`src/rtl/riscv_core_dmem_pkg.sv`:
```
// rtl/riscv_core_dmem_pkg.sv - dmem load type codes and offset-width helper
package riscv_core_dmem_pkg;

  typedef enum logic [2:0] {
    DMEM_TYPE_W   = 3'd0,
    DMEM_TYPE_LB  = 3'd1,
    DMEM_TYPE_LBU = 3'd2,
    DMEM_TYPE_LH  = 3'd3,
    DMEM_TYPE_LHU = 3'd4
  } dmem_type_e;

  localparam int DMEM_TYPE_BITS = 3;

  function automatic int dmem_off_w(input int data_w);
    return $clog2(data_w / 8);
  endfunction

endpackage

```
`src/rtl/riscv_core_dmem_resp_queue_if.sv`:
```
// rtl/riscv_core_dmem_resp_queue_if.sv - enq/deq val/rdy bundle for the dmem response queue
interface riscv_core_dmem_resp_queue_if #(
  parameter int DATA_W = 32
);
  import riscv_core_dmem_pkg::*;

  localparam int OFF_W = dmem_off_w(DATA_W);

  logic                      enq_val;
  logic                      enq_rdy;
  logic [DATA_W-1:0]         enq_msg_data;
  logic [DMEM_TYPE_BITS-1:0] enq_msg_type;
  logic [OFF_W-1:0]          enq_msg_offset;
  logic                      deq_val;
  logic                      deq_rdy;
  logic [DATA_W-1:0]         deq_msg_data;

  modport master (
    output enq_val, enq_msg_data, enq_msg_type, enq_msg_offset, deq_rdy,
    input  enq_rdy, deq_val, deq_msg_data
  );

  modport slave (
    input  enq_val, enq_msg_data, enq_msg_type, enq_msg_offset, deq_rdy,
    output enq_rdy, deq_val, deq_msg_data
  );

endinterface

```
`src/rtl/riscv_core_dmem_subword_extract.sv`:
```
// rtl/riscv_core_dmem_subword_extract.sv - byte/halfword lane select with sign/zero extension
module riscv_core_dmem_subword_extract
  import riscv_core_dmem_pkg::*;
#(
  parameter int DATA_W = 32,
  localparam int OFF_W = dmem_off_w(DATA_W)
) (
  input  logic [DATA_W-1:0]         data,
  input  logic [DMEM_TYPE_BITS-1:0] msg_type,
  input  logic [OFF_W-1:0]          offset,
  output logic [DATA_W-1:0]         ext_data
);

  logic [DATA_W-1:0] byte_shift;
  logic [DATA_W-1:0] half_shift;
  logic [7:0]        byte_v;
  logic [15:0]       half_v;

  // Halfword lanes ignore offset[0]; the shift amount drops that bit.
  always_comb begin
    byte_shift = data >> {offset, 3'b000};
    half_shift = data >> {offset[OFF_W-1:1], 4'b0000};
    byte_v     = byte_shift[7:0];
    half_v     = half_shift[15:0];
  end

  always_comb begin
    ext_data = '0;
    case (msg_type)
      DMEM_TYPE_W:   ext_data = data;
      DMEM_TYPE_LB:  ext_data = {{(DATA_W-8){byte_v[7]}}, byte_v};
      DMEM_TYPE_LBU: ext_data = {{(DATA_W-8){1'b0}}, byte_v};
      DMEM_TYPE_LH:  ext_data = {{(DATA_W-16){half_v[15]}}, half_v};
      DMEM_TYPE_LHU: ext_data = {{(DATA_W-16){1'b0}}, half_v};
      default:       ext_data = '0;
    endcase
  end

endmodule

```
`src/rtl/riscv_core_dmem_resp_queue.sv`:
```
// rtl/riscv_core_dmem_resp_queue.sv - N-entry dmem response queue, extraction before storage; RISCV_DMEMQ_BYPASS_EN adds empty-queue pass-through
module riscv_core_dmem_resp_queue
  import riscv_core_dmem_pkg::*;
#(
  parameter int DATA_W = 32,
  parameter int DEPTH  = 4,
  localparam int PTR_W = $clog2(DEPTH),
  localparam int CNT_W = $clog2(DEPTH + 1)
) (
  input  logic                        clk,
  input  logic                        reset,
  input  logic                        flush,
  riscv_core_dmem_resp_queue_if.slave q,
  output logic [CNT_W-1:0]            count
);

  logic [DATA_W-1:0] mem_q [DEPTH];
  logic [DATA_W-1:0] mem_d [DEPTH];
  logic [PTR_W-1:0]  wr_ptr_q, wr_ptr_d;
  logic [PTR_W-1:0]  rd_ptr_q, rd_ptr_d;
  logic [CNT_W-1:0]  count_q, count_d;

  logic [DATA_W-1:0] ext_data;
  logic              not_empty;
  logic              bypass;
  logic              do_write;
  logic              do_read;

  riscv_core_dmem_subword_extract #(
    .DATA_W (DATA_W)
  ) u_extract (
    .data     (q.enq_msg_data),
    .msg_type (q.enq_msg_type),
    .offset   (q.enq_msg_offset),
    .ext_data (ext_data)
  );

  assign not_empty = (count_q != '0);

`ifdef RISCV_DMEMQ_BYPASS_EN
  // Gated by reset so an asserted reset never shows a passing response.
  assign bypass = reset && !flush && q.enq_val && !not_empty;
`else
  assign bypass = 1'b0;
`endif

  assign q.enq_rdy      = (count_q != CNT_W'(DEPTH));
  assign q.deq_val      = not_empty || bypass;
  assign q.deq_msg_data = not_empty ? mem_q[rd_ptr_q] : (bypass ? ext_data : '0);
  assign count          = count_q;

  assign do_write = q.enq_val && q.enq_rdy && !(bypass && q.deq_rdy);
  assign do_read  = not_empty && q.deq_rdy;

  always_comb begin
    mem_d    = mem_q;
    wr_ptr_d = wr_ptr_q;
    rd_ptr_d = rd_ptr_q;
    count_d  = count_q;
    if (flush) begin
      count_d  = '0;
      wr_ptr_d = rd_ptr_q;
    end else begin
      if (do_write) begin
        mem_d[wr_ptr_q] = ext_data;
        wr_ptr_d        = wr_ptr_q + PTR_W'(1);
      end
      if (do_read) begin
        rd_ptr_d = rd_ptr_q + PTR_W'(1);
      end
      case ({do_write, do_read})
        2'b10:   count_d = count_q + CNT_W'(1);
        2'b01:   count_d = count_q - CNT_W'(1);
        default: count_d = count_q;
      endcase
    end
  end

  always_ff @(posedge clk or negedge reset) begin
    if (!reset) begin
      mem_q    <= '{default: '0};
      wr_ptr_q <= '0;
      rd_ptr_q <= '0;
      count_q  <= '0;
    end else begin
      mem_q    <= mem_d;
      wr_ptr_q <= wr_ptr_d;
      rd_ptr_q <= rd_ptr_d;
      count_q  <= count_d;
    end
  end

endmodule

```
`src/flat_wrapper.sv`:
```
// flat-port wrapper written by rule: the top's interface ports become plain ports
module riscv_core_dmem_resp_queue_flat import riscv_core_dmem_pkg::*;
#(
  parameter int DATA_W = 32,
  parameter int DEPTH  = 4,
  localparam int PTR_W = $clog2(DEPTH),
  localparam int CNT_W = $clog2(DEPTH + 1)
)
  (clk, reset, flush, count, q_enq_val, q_enq_msg_data, q_enq_msg_type, q_enq_msg_offset, q_deq_rdy, q_enq_rdy, q_deq_val, q_deq_msg_data);
  riscv_core_dmem_resp_queue_if #(.DATA_W(DATA_W)) q_i ();
  input  logic clk;
  input  logic reset;
  input  logic flush;
  output logic [CNT_W-1:0] count;
  input wire logic [$bits(q_i.enq_val)-1:0] q_enq_val;
  input wire logic [$bits(q_i.enq_msg_data)-1:0] q_enq_msg_data;
  input wire logic [$bits(q_i.enq_msg_type)-1:0] q_enq_msg_type;
  input wire logic [$bits(q_i.enq_msg_offset)-1:0] q_enq_msg_offset;
  input wire logic [$bits(q_i.deq_rdy)-1:0] q_deq_rdy;
  output wire logic [$bits(q_i.enq_rdy)-1:0] q_enq_rdy;
  output wire logic [$bits(q_i.deq_val)-1:0] q_deq_val;
  output wire logic [$bits(q_i.deq_msg_data)-1:0] q_deq_msg_data;
  assign q_i.enq_val = q_enq_val;
  assign q_i.enq_msg_data = q_enq_msg_data;
  assign q_i.enq_msg_type = q_enq_msg_type;
  assign q_i.enq_msg_offset = q_enq_msg_offset;
  assign q_i.deq_rdy = q_deq_rdy;
  assign q_enq_rdy = q_i.enq_rdy;
  assign q_deq_val = q_i.deq_val;
  assign q_deq_msg_data = q_i.deq_msg_data;
  riscv_core_dmem_resp_queue #(.DATA_W(DATA_W), .DEPTH(DEPTH)) u_core (.clk(clk), .reset(reset), .flush(flush), .q(q_i), .count(count));
endmodule
```
`config.mk`:
```
export PLATFORM = sky130hd
export DESIGN_NAME = riscv_core_dmem_resp_queue_flat
export DESIGN_NICKNAME = d
export VERILOG_FILES = /design/src/rtl/riscv_core_dmem_pkg.sv /design/src/rtl/riscv_core_dmem_resp_queue_if.sv /design/src/rtl/riscv_core_dmem_subword_extract.sv /design/src/rtl/riscv_core_dmem_resp_queue.sv /design/src/flat_wrapper.sv
export SDC_FILE = /design/constraint.sdc
export NUM_CORES = 1
export LEC_CHECK = 0
export CORE_ASPECT_RATIO = 0.5
export CORE_MARGIN = 3
export CORE_UTILIZATION = 40
export CTS_BUF_LIST = sky130_fd_sc_hd__clkbuf_8
export DETAILED_ROUTE_END_ITERATION = 10
export PLACE_DENSITY_LB_ADDON = 0.15
export RECOVER_POWER = 25
export SETUP_SLACK_MARGIN = 0.1
export SLEW_MARGIN = 20
export SYNTH_ARGS = -nofsm -noshare
export SYNTH_HDL_FRONTEND = slang
export SYNTH_SLANG_ARGS = --single-unit
```
`constraint.sdc`:
```
create_clock -name clk -period 3.15 [get_ports clk]
set_clock_uncertainty 0.1 [all_clocks]
set_input_delay 0.945 -clock clk [delete_from_list [all_inputs] [get_ports clk]]
set_output_delay 0.945 -clock clk [all_outputs]
set_load 0.005 [all_outputs]
```
==> metrics.md <==
| Metric | Value |
|---|---|
| Outcome | finished, violations left |
| Failing checks | max-capacitance violations, max-slew violations, negative setup slack |
| Flop and latch count out of synthesis | 135 |
| Starting Density | 42.23% |
| CP endpoint | q_deq_msg_data[5] |
| Power per cell area | 1021 mW/mm^2 |
| Ordered list of cells on the worst path | buf_6 > buf_12 > buf_12 > buf_6 > mux4_2 > and2_4 > buf_6 |
| Sequential share of power | 34.1% |
| Seq/Total Area, Yosys | 50.20% |
| Worst-Margin Slew | 2.226 ns |
| Via/cell ratio | 5.466 |
| Comb power frac | 49.7% |
| R2r endpoint | u_core.count[2] |
| Routed WL per cell | 20.00 um |
| Sw power | 2890 uW |
| Vias in the first global route | 5187 |
| MaxCap Viol Count | 1 |
| Synthesis-to-finish area growth | 29.88% |
| Slack of the worst reg-to-reg path | 0.76 ns |
| Hold Startpoint | u_core.mem_q[4] |
| Largest area contributor in the synthesized netlist | dfrtp_1 |
| Std cell rows | 32 |
| Cell Area, Synth | 0.006730 mm^2 |
| Finished Layout Cells | 929 |
| Most used cell, CP | buf_6 |
| Top Ports | 79 |
| First-pass DRT Iterations | 5 |
| Full die area | 0.01851 mm^2 |
| Mean area per synthesized cell | 11.62 um^2 |
| Peak VDD IR | 0.4725 mV |
| Crit path max fanout | 3 |
| Antenna Cells | 0 |
| Cell Int Power | 6036 uW |
| Synth top area share | 50.20% |
| Unique masters post-synth | 46 |
| Startpoint types | register |
| H-tree depth | 4 |
| Leak pwr | 0.003752 uW |
| Antenna-violating nets left | 0 |
| WP data arrival | 2.11 ns |
| Sum of negative setup slack | -0.002863 ns |
| Worst skew pair latency | 0.44 ns |
| Vias | 5078 |
| CTS buffer count | 17 |
| Core ar. | 0.01594 mm^2 |
| Nets@finish | 743 |
| Net Count, Synth | 626 |
| Endpoints failing hold | 0 |
| Design area | 0.008741 mm^2 |
| Worst R2R Path Depth | 10 |
| GP Congestion | 0.8356 |
| Number of synthesized flops with an enable pin | 0 |
| DRC viols | 0 |
| Clock network fraction of total power | 16.2% |
| Critical path data required time | 2.10 ns |
| Placed Cells | 868 |
| Share of cells above drive strength 1 | 29.80% |
| Critical path endpoint category | output port |
| Finished Core Util | 54.85% |
| Type of the worst setup path | reg2out |
| Worst hold path type | reg2reg |
| Worst flop-to-flop path startpoint | u_core.count[0] |
| Minimum clock period | 3.153 ns |
| Clock sink count | 135 |
| First-pass GRT wire length | 29190 um |
| Ys flop type | dfrtp_1 |
| Port bufs | 78 |
| Root buffer cell | clkbuf_8 |
| Clock slew at reported path FFs | 0.08 ns |
| Die height | 97.72 um |
| Post-DP Area | 0.007936 mm^2 |
| Slowest stage delay, CP | 0.45 ns |
| Largest cells by area after synthesis | dfrtp_1 (50%), mux4_2 (11%), a21oi_1 (5.2%) |
| Commonest non-fill, non-tap cell in the layout | dfrtp_1 |
| RSZ-0062 raised after global routing | true |
| PnR worst setup slack | -0.002863 ns |
| Final HPWL DP | 12300 um |
| Grt total ovfl | 0 |
| Switching share of power | 32.37% |
| GRT Util Overall | 20.38% |
| Final period utilization | 100.1% |
| Critical Path Source | u_core.rd_ptr_q[0] |
| Largest net degree at the start of global routing | 49 |
| Slowest cell on crit path | dfrtp_2 |
| Maximum clock path buffer count | 2 |
| Final wirelength | 18580 um |
| CTS tree | built |
| Syn. warnings | 0 |
| Final setup viols | 1 |
| Initial antenna violation count | 0 |
| Relative slew slack | -48.43% |
| Die width | 189.4 um |
| Final Slew Violations | 38 |
| Async SR Flop Fraction | 100.0% |
| Most frequent cells in the layout | dfrtp_1 (133), nor2_1 (77), a21oi_1 (70), clkdlybuf4s50_1 (45), buf_6 (39) |
| Peak Freq | 317.2 MHz |
| Initial DRC Count | 338 |
| Gate Count Post-Synth | 579 |
==> layer usage <==
metal	GRT usage (%)	vias up	part of all wire (%)
li1	-	2309	-
met1	29.13	2641	47
met2	32.39	111	48
met3	3.604	17	4.3
met4	5.392	0	0.94
met5	0	-	0
==> synth_stat cells (2+ instances only) <==
master and instances:
dfrtp_1 135, nor2_1 77, a21oi_1 70, and2_1 37, mux4_2 32, nand2_1 30, o22a_1 28, clkbuf_1 22
mux2_1 20, mux2_2 19, mux2i_1 13, buf_6 12, buf_2 10, o21ai_1 9, a22o_1 7, a22oi_1 7
o21ai_0 5, ha_1 4, inv_1 4, xnor2_1 4, nor2b_4 3, nor3_1 3, buf_1 2, nor2b_1 2
nor3b_1 2, xor2_1 2
==> stage by stage <==
step	setup WS [ns]	total power, uW	hold slack, ns
3_5_place_dp	0.08448	6814	0.3707
6_report	-0.002863	8926	0.3887
2_1_floorplan	0.4193	5249	0.3524
4_1_cts	-0.03172	8752	0.3768
5_1_grt	-0.04128	9506	0.4016
3_3_place_gp	0.1038	6720	0.3632
==> critical path: cells and delay by family (launching register included) <==
family                 cells  cell delay, ns
buffers and inverters      5            0.59
DFF                        1            0.45
muxes                      1            0.45
and+or+nand+nor            1            0.18
==> power by group through the flow <==
stage / Combinational [uW] / Sequential (uW) / Clock (uW)
6_report: 4430 / 3050 / 1450
5_1_grt: 4800 / 3150 / 1550
4_1_cts: 4240 / 3040 / 1470
3_5_place_dp: 3750 / 3070 / 0
3_3_place_gp: 3690 / 3030 / 0
2_1_floorplan: 2330 / 2920 / 0
==> registers in the layout (all words and copies together), names as in the netlist <==
| register | count |
|---|---|
| u_core.rd_ptr_q | 2 |
| u_core.count | 3 |
| u_core.wr_ptr_q | 2 |
| u_core.mem_q | 128 |
==> layout make-up <==
type	instances	area, um^2
clock buffer	18	247.7
fill	1416	7194
inverter	4	15.01
tap	221	276.5
sequential	135	3381
multi-input combinational	394	3124
timing repair buffer	144	1549
clock inverter	13	147.6
==> worst min path at each step <==
stage,slack [ns],depth (start not counted),to
2_1_floorplan,0.35,1,u_core.mem_q[35]
3_3_place_gp,0.36,1,u_core.mem_q[7]
3_5_place_dp,0.37,1,u_core.mem_q[36]
4_1_cts,0.38,1,u_core.mem_q[74]
5_1_grt,0.40,1,u_core.mem_q[5]
6_report,0.39,1,u_core.mem_q[4]
==> kinds of logic after synthesis <==
logic type | synth area share (%)
AND/OR/NAND/NOR | 11.79
flip-flops | 50.20
AO/OA/AOI/OAI | 12.57
multiplexers | 19.17
buffers and inverters | 4.313
XOR/XNOR | 0.7808
adder cells (fa/ha/maj) | 1.190
==> timing repair <==
action                                  CTS  global route
endpoints found under the setup margin   33            32
cloned                                    2             0
buffers inserted                         27             3
hold buffers                              0             0
pin swaps                                22             3
resized for setup                       151            42
Power figures use the tool's default switching activity.
